$ cat config.mk
export PLATFORM = sky130hd
export DESIGN_NAME = spi_slave
export DESIGN_NICKNAME = d
export VERILOG_FILES = /design/src/rtl/spi_slave.sv
export SDC_FILE = /design/constraint.sdc
export NUM_CORES = 1
export LEC_CHECK = 0
export CAP_MARGIN = 15
export CORE_ASPECT_RATIO = 1.25
export CORE_MARGIN = 10
export CORE_UTILIZATION = 30
export CTS_CLUSTER_SIZE = 24
export DETAILED_ROUTE_END_ITERATION = 10
export MAX_ROUTING_LAYER = met4
export PLACE_DENSITY_LB_ADDON = 0.15
export SETUP_SLACK_MARGIN = 0.15
export SLEW_MARGIN = 30
export SYNTH_ARGS = -nofsm -noshare
export SYNTH_HDL_FRONTEND = slang
export SYNTH_SLANG_ARGS = --single-unit
$ cat constraint.sdc
create_clock -name clk -period 3.1 [get_ports clk]
set_input_delay 0.775 -clock clk [delete_from_list [all_inputs] [get_ports clk]]
set_output_delay 0.775 -clock clk [all_outputs]
set_load 0.01 [all_outputs]
$ cat src/rtl/spi_slave.sv
// SPI mode-0 slave: synchronised sck/sdin, DATA_W-bit frames MSB first, one-entry transmit holding register.
// Optional slave select: define SPI_SLAVE_CS_EN to add the ss_n port and ss_n-framed transfers.
module spi_slave #(
  parameter int DATA_W      = 8,
  parameter int SYNC_STAGES = 2
) (
  input  logic              clk,
  input  logic              rst,
  input  logic              sck,
  input  logic              sdin,
`ifdef SPI_SLAVE_CS_EN
  input  logic              ss_n,
`endif
  output logic              sdout,
  input  logic [DATA_W-1:0] tx_data,
  input  logic              tx_load,
  output logic              tx_ready,
  output logic [DATA_W-1:0] rx_data,
  output logic              rx_valid
);

  localparam int CNT_W = (DATA_W > 1) ? $clog2(DATA_W) : 1;

  typedef enum logic {IDLE, SHIFT} state_t;

  state_t state, state_nxt;

  logic [SYNC_STAGES-1:0] sck_sync, sdin_sync;
  logic                   sck_d;
  logic                   sck_s, sdin_s, sck_rise, sck_fall;

  logic [CNT_W-1:0]  bit_cnt;
  logic [DATA_W-1:0] rx_shift, tx_shift, tx_hold;

  logic frame_start, bit_rise, bit_fall, abort, last_bit;

  // Synchronisers shift towards the MSB; the top stage is the clean version of the pin.
  // NOTE: every register here uses non-blocking assignment so all flops update from pre-edge values.
  always_ff @(posedge clk) begin
    if (rst) begin
      sck_sync  <= '0;
      sdin_sync <= '0;
      sck_d     <= 1'b0;
    end else begin
      sck_sync  <= SYNC_STAGES'({sck_sync, sck});
      sdin_sync <= SYNC_STAGES'({sdin_sync, sdin});
      sck_d     <= sck_s;
    end
  end

  assign sck_s    = sck_sync[SYNC_STAGES-1];
  assign sdin_s   = sdin_sync[SYNC_STAGES-1];
  assign sck_rise = sck_s & ~sck_d;
  assign sck_fall = ~sck_s & sck_d;

`ifdef SPI_SLAVE_CS_EN
  logic [SYNC_STAGES-1:0] ss_sync;
  logic                   ss_d, ss_s;

  always_ff @(posedge clk) begin
    if (rst) begin
      ss_sync <= '1;
      ss_d    <= 1'b1;
    end else begin
      ss_sync <= SYNC_STAGES'({ss_sync, ss_n});
      ss_d    <= ss_s;
    end
  end

  assign ss_s        = ss_sync[SYNC_STAGES-1];
  assign frame_start = (state == IDLE) && !ss_s && ss_d;
  assign bit_rise    = (state == SHIFT) && !ss_s && sck_rise;
  assign bit_fall    = (state == SHIFT) && !ss_s && sck_fall;
  assign abort       = (state == SHIFT) && ss_s;
`else
  // Always selected: the first rising edge in IDLE opens the frame and is also bit 0.
  assign frame_start = (state == IDLE) && sck_rise;
  assign bit_rise    = sck_rise;
  assign bit_fall    = (state == SHIFT) && sck_fall;
  assign abort       = 1'b0;
`endif

  assign last_bit = bit_rise && (bit_cnt == CNT_W'(DATA_W - 1));

  always_ff @(posedge clk) begin
    if (rst) state <= IDLE;
    else     state <= state_nxt;
  end

  // NOTE: next-state is assigned a default before the case so no latch is inferred.
  always_comb begin
    state_nxt = state;
    case (state)
      IDLE:    if (frame_start && !last_bit) state_nxt = SHIFT;
      SHIFT:   if (abort || last_bit)        state_nxt = IDLE;
      default: state_nxt = IDLE;
    endcase
  end

  // NOTE: the shift and holding registers are plain flops, so all of them are cleared by reset.
  always_ff @(posedge clk) begin
    if (rst) begin
      bit_cnt  <= '0;
      rx_shift <= '0;
      tx_shift <= '0;
      tx_hold  <= '0;
      tx_ready <= 1'b1;
      rx_data  <= '0;
      rx_valid <= 1'b0;
    end else begin
      rx_valid <= 1'b0;

      // An empty holding register sends zeros rather than stale data.
      if (frame_start)   tx_shift <= tx_ready ? '0 : tx_hold;
      else if (bit_fall) tx_shift <= tx_shift << 1;

      if (bit_rise) rx_shift <= (rx_shift << 1) | DATA_W'(sdin_s);

      if (abort) begin
        bit_cnt <= '0;
      end else if (last_bit) begin
        bit_cnt  <= '0;
        rx_data  <= (rx_shift << 1) | DATA_W'(sdin_s);
        rx_valid <= 1'b1;
      end else if (bit_rise) begin
        bit_cnt <= bit_cnt + CNT_W'(1);
      end

      // The frame-start copy empties the holding register, so a load in that same clk is accepted.
      if (tx_load && (tx_ready || frame_start)) begin
        tx_hold  <= tx_data;
        tx_ready <= 1'b0;
      end else if (frame_start) begin
        tx_ready <= 1'b1;
      end
    end
  end

  assign sdout = tx_shift[DATA_W-1];

endmodule

**Yosys cells after proc, flatten, opt, wreduce, memory -nomap -nowiden**

Cells that the tools add are included.

- $add $sub $neg: 1
- Equal/unequal tests: 1
- Muxes and demuxes: 9
- Bitwise logic cells: 6
- Reductions and logical operators: 10

Operators with widths:

| kind | number |
|---|---|
| $mux W8 | 3 |
| $or A8 B1 Y8 | 1 |
| $logic_and A1 B1 Y1 | 5 |
| $mux W1 | 5 |
| $reduce_bool A2 Y1 | 2 |
| $add A3 B1 Y3 const B | 1 |
| $eq A3 B3 Y1 const B | 1 |
| $not A1 Y1 | 3 |
| $and A1 B1 Y1 | 2 |
| $pmux W1 S2 | 1 |
| $reduce_or A2 Y1 | 1 |
| $logic_not A1 Y1 | 1 |
| $logic_or A1 B1 Y1 | 1 |

- Flip-flop bits (word level): 42
- Input bits: 13
- Output and inout port bits: 11

**Depth between registers and ports, before layout**

- Depth after elaboration: 7
- Depth in mapped cells: 6
- Gate-level depth less buffers: 5

**Worst setup path before layout**

OpenSTA, ideal clock, no wires.

- Kind: input-to-reg
- Start point: input rst
- End point: register rx_shift[0]
- Arrival time: 1,510 ps
- Setup slack: 1,458 ps
- Stages: 4
- Buffers on the path: 3
- Path through: clkbuf_1 clkbuf_1 clkbuf_1 a21oi_1

RTL lines:

| item | RTL line | text |
|---|---|---|
| start, declared | 8 | `input logic rst,` |
| end signal, assigned | 117 | `if (bit_rise) rx_shift <= (rx_shift << 1) \| DATA_W'(sdin_s);` |
| end, declared | 33 | `logic [DATA_W-1:0] rx_shift, tx_shift, tx_hold;` |

No word-level cell between the ends.

**Worst setup path in the final report**

- Start point: register tx_ready
- End point: output tx_ready

RTL lines:

| item | RTL line | text |
|---|---|---|
| start, declared | 17 | `output logic tx_ready,` |
| start signal, assigned | 107 | `tx_ready <= 1'b1;` |
| start signal, assigned | 132 | `tx_ready <= 1'b0;` |
| start signal, assigned | 134 | `tx_ready <= 1'b1;` |

No word-level cell between the ends.

==> results_dict.tcl <==
set metrics [dict create \
    cts_setup_buffers 0 \
    crit_fanout 4 \
    dp_slack_ps 980 \
    grt_max_degree 37 \
    ys_seq_elements 42 \
    skew_ps 8.37 \
    period_share_pct 66.5 \
    io_pins 24 \
    overflow 0 \
    grt_pass1_wl_um 5620 \
    drv_cap 0 \
    die_h_um 103 \
    start_util_pct 30.6 \
    ant_nets 0 \
    arrival_ps 1290 \
    syn_area_per_cell_um2 9.84 \
    drive_gt1_share_pct 6.42 \
    setup_viol 0 \
    final_cell_mix "dfxtp_1 (42), clkdlybuf4s50_1 (23), nand2_1 (19)" \
    ctsHoldBuffers 0 \
    synth_top_cell_by_area "dfxtp_1" \
    critPathKind "flop to output pin" \
    p_comb_share_pct 6.1 \
    dieArea_um2 8850 \
    wl_met2_um 1730 \
    register_area_um2 841 \
    synth.area.top_cells "dfxtp_1 (51%), nand2b_1 (6.9%), a21oi_1 (4.9%), mux2i_1 (4.9%), nand2_1 (4.3%)" \
    p_per_area_nw_per_um2 571 \
    seqPwrFrac_pct 48.9 \
    portBuffers 23 \
    finish.utilization_pct 37.8 \
    syn-num-nets 182 \
    post_cts_resized 0 \
    async_flop_share_pct 0 \
    dr.pass1.iters 4 \
    numCtsBuffers 5 \
    timing.critical_path.from "tx_ready$_SDFFE_PP1P_" \
    fillers 540 \
    fin_nets 201 \
    total_power_uw 1160 \
    dpl.hpwl_um 2410 \
    final_common_cell "dfxtp_1" \
    crit_buf_inv 1 \
    drt_iter0_drc 54 \
    routedWlPerCell_um 13.4 \
    ir_drop_mv 0.210 \
    clk_pin_slew_ps 80 \
    slew_headroom_pct 46.5 \
    syn2layout_area_growth_pct 23.6 \
    rsz0062_at_grt "no" \
    synth-xor-area-share_pct 0.533 \
    synth_edf_count 0 \
    cts_tree "built" \
    coreArea_um2 5370 \
    cellInternalPower_uw 916 \
    multi_input_area_um2 723 \
    max_freq_mhz 485 \
    drc 0 \
    startpoint_type "flop" \
    antenna_found_initial 0 \
    holdWs_ps 446 \
    cts_root_buf "clkbuf_8" \
    wl_um 3360 \
    wl_met1_um 1410 \
    cp_slowest_cell "clkdlybuf4s50_1" \
    routed-wl-met3_um 161 \
    cp-end-kind "output pin" \
    crit_required_ps 2320 \
    synth_cells 167 \
    grt_usage_pct 8.23 \
    setup_tns_ps 0 \
    crit_family "buffers and inverters" \
    ys_warn_count 0 \
    synth_top_family_by_area "simple AND/OR/NAND/NOR gates" \
    synth.distinct_cells 31 \
    yosysSeqAreaShare_pct 51.2 \
    swShare_pct 21.0 \
    tightestPinTransition_ps 801 \
    r2r_start "sck_sync[1]$_SDFF_PP0_" \
    netlist_area_um2 1640 \
    synth_top_area_share_pct 51.2 \
    muxShareOfSynthArea_pct 4.87 \
    min_period_ps 2060 \
    holdCritPathClass "flop to flop" \
    htreeDepth 2 \
    synth-compound-area-share_pct 15.8 \
    grt_pass1_vias 1274 \
    num_vias 1202 \
    viasPerCell 4.79 \
    synth_fa_ha_area_share_pct 1.52 \
    drv_slew 0 \
    min_from "sdin_sync[0]$_SDFF_PP0_" \
    numClockSinks 42 \
    setup_slack_ps 1040 \
    routabilityCongestion 0.725 \
    path_cells "clkdlybuf4s50_1" \
    die_w_um 86.2 \
    routed.top_layer "met4" \
    diodes 0 \
    clk_latency_ps 300 \
    cts_buffer_depth 2 \
    p_clk_share_pct 45.0 \
    leakage_uw 0.000733 \
    rows 30 \
    status "complete, no violations" \
    final_hold_viol_count 0 \
    switching_power_uw 243 \
    synth_simple_gate_area_share_pct 21.3 \
    synth_flop_cell "dfxtp_1" \
    slowest_delay_ps 580 \
]
per-stage QoR:
| step | area (um^2) | std cells |
|---|---|---|
| floorplan | 1640 | 167 |
| global placement | 1890 | 243 |
| detailed placement | 1890 | 243 |
| CTS | 2030 | 251 |
| global route | 2030 | 251 |
| finish | 2030 | 251 |
per-layer routing:
layer,vias to the layer above,global-route usage [%]
met5,-,-
met4,0,3.87
met3,6,3.56
met2,21,14.4
met1,563,7.55
li1,612,-
worst register-to-register path, delay by kind of cell (launching register included):
family / cells / cell delay (ps)
simple gates: 1 / 540
flops: 1 / 510
mux: 1 / 250
compound gates: 1 / 520
cell usage after synthesis, types with 2 or more instances:
cell and n:
and2_1 2, dfxtp_1 42, nor2b_1 7, ha_1 2, clkbuf_1 7, nor2_1 2, nand3_1 6, o21bai_1 2
a21oi_1 16, buf_2 3, a21boi_0 3, nand2_1 19, a22o_1 8, mux2i_1 8, buf_6 3, a22oi_1 5
nand2b_1 18
logic make-up (layout without fill, tap and decap cells):
| group | count (synthesis) | in the layout |
|---|---|---|
| XOR/XNOR | 1 | 1 |
| buffers and inverters | 14 | 34 |
| AND/OR/NAND/NOR | 62 | 62 |
| flip-flops | 42 | 42 |
| adder cells (fa/ha/maj) | 2 | 2 |
| AO/OA/AOI/OAI | 38 | 38 |
| multiplexers | 8 | 8 |
area by class of cell:
cell class,instances,area share [%]
Inverter,1,0.185
Timing Repair Buffer,25,12.1
Sequential cell,42,41.4
Multi-Input combinational cell,111,35.6
Tap cell,64,3.94
Clock buffer,5,3.39
Clock inverter,3,3.39
registers in the layout, indices dropped and copies added (netlist names), named ones only:
register / count
sck_d: 1
bit_cnt: 3
sdin_sync: 2
tx_ready: 1
tx_hold: 8
sck_sync: 2
rx_data: 8
rx_shift: 7
tx_shift: 8
rx_valid: 1
worst paths after layout:
check                            endpoint  cells past startpoint  slack, ps
hold / removal    sdin_sync[1]$_SDFF_PP0_                      1        450
hold reg to reg   sdin_sync[1]$_SDFF_PP0_                      1        450
setup reg to reg  tx_hold[5]$_SDFFE_PP0P_                      3       1210
setup / recovery                 tx_ready                      1       1040
power by group through the flow:
stage               Combinational [uW]  Clock, uW  Sequential, uW
finish                            70.6        522             566
global route                      78.1        551             569
CTS                               72.3        534             567
detailed placement                72.3          0             579
global placement                  70.3          0             579
floorplan                         49.4          0             574
(Power assumes the default switching activity.)
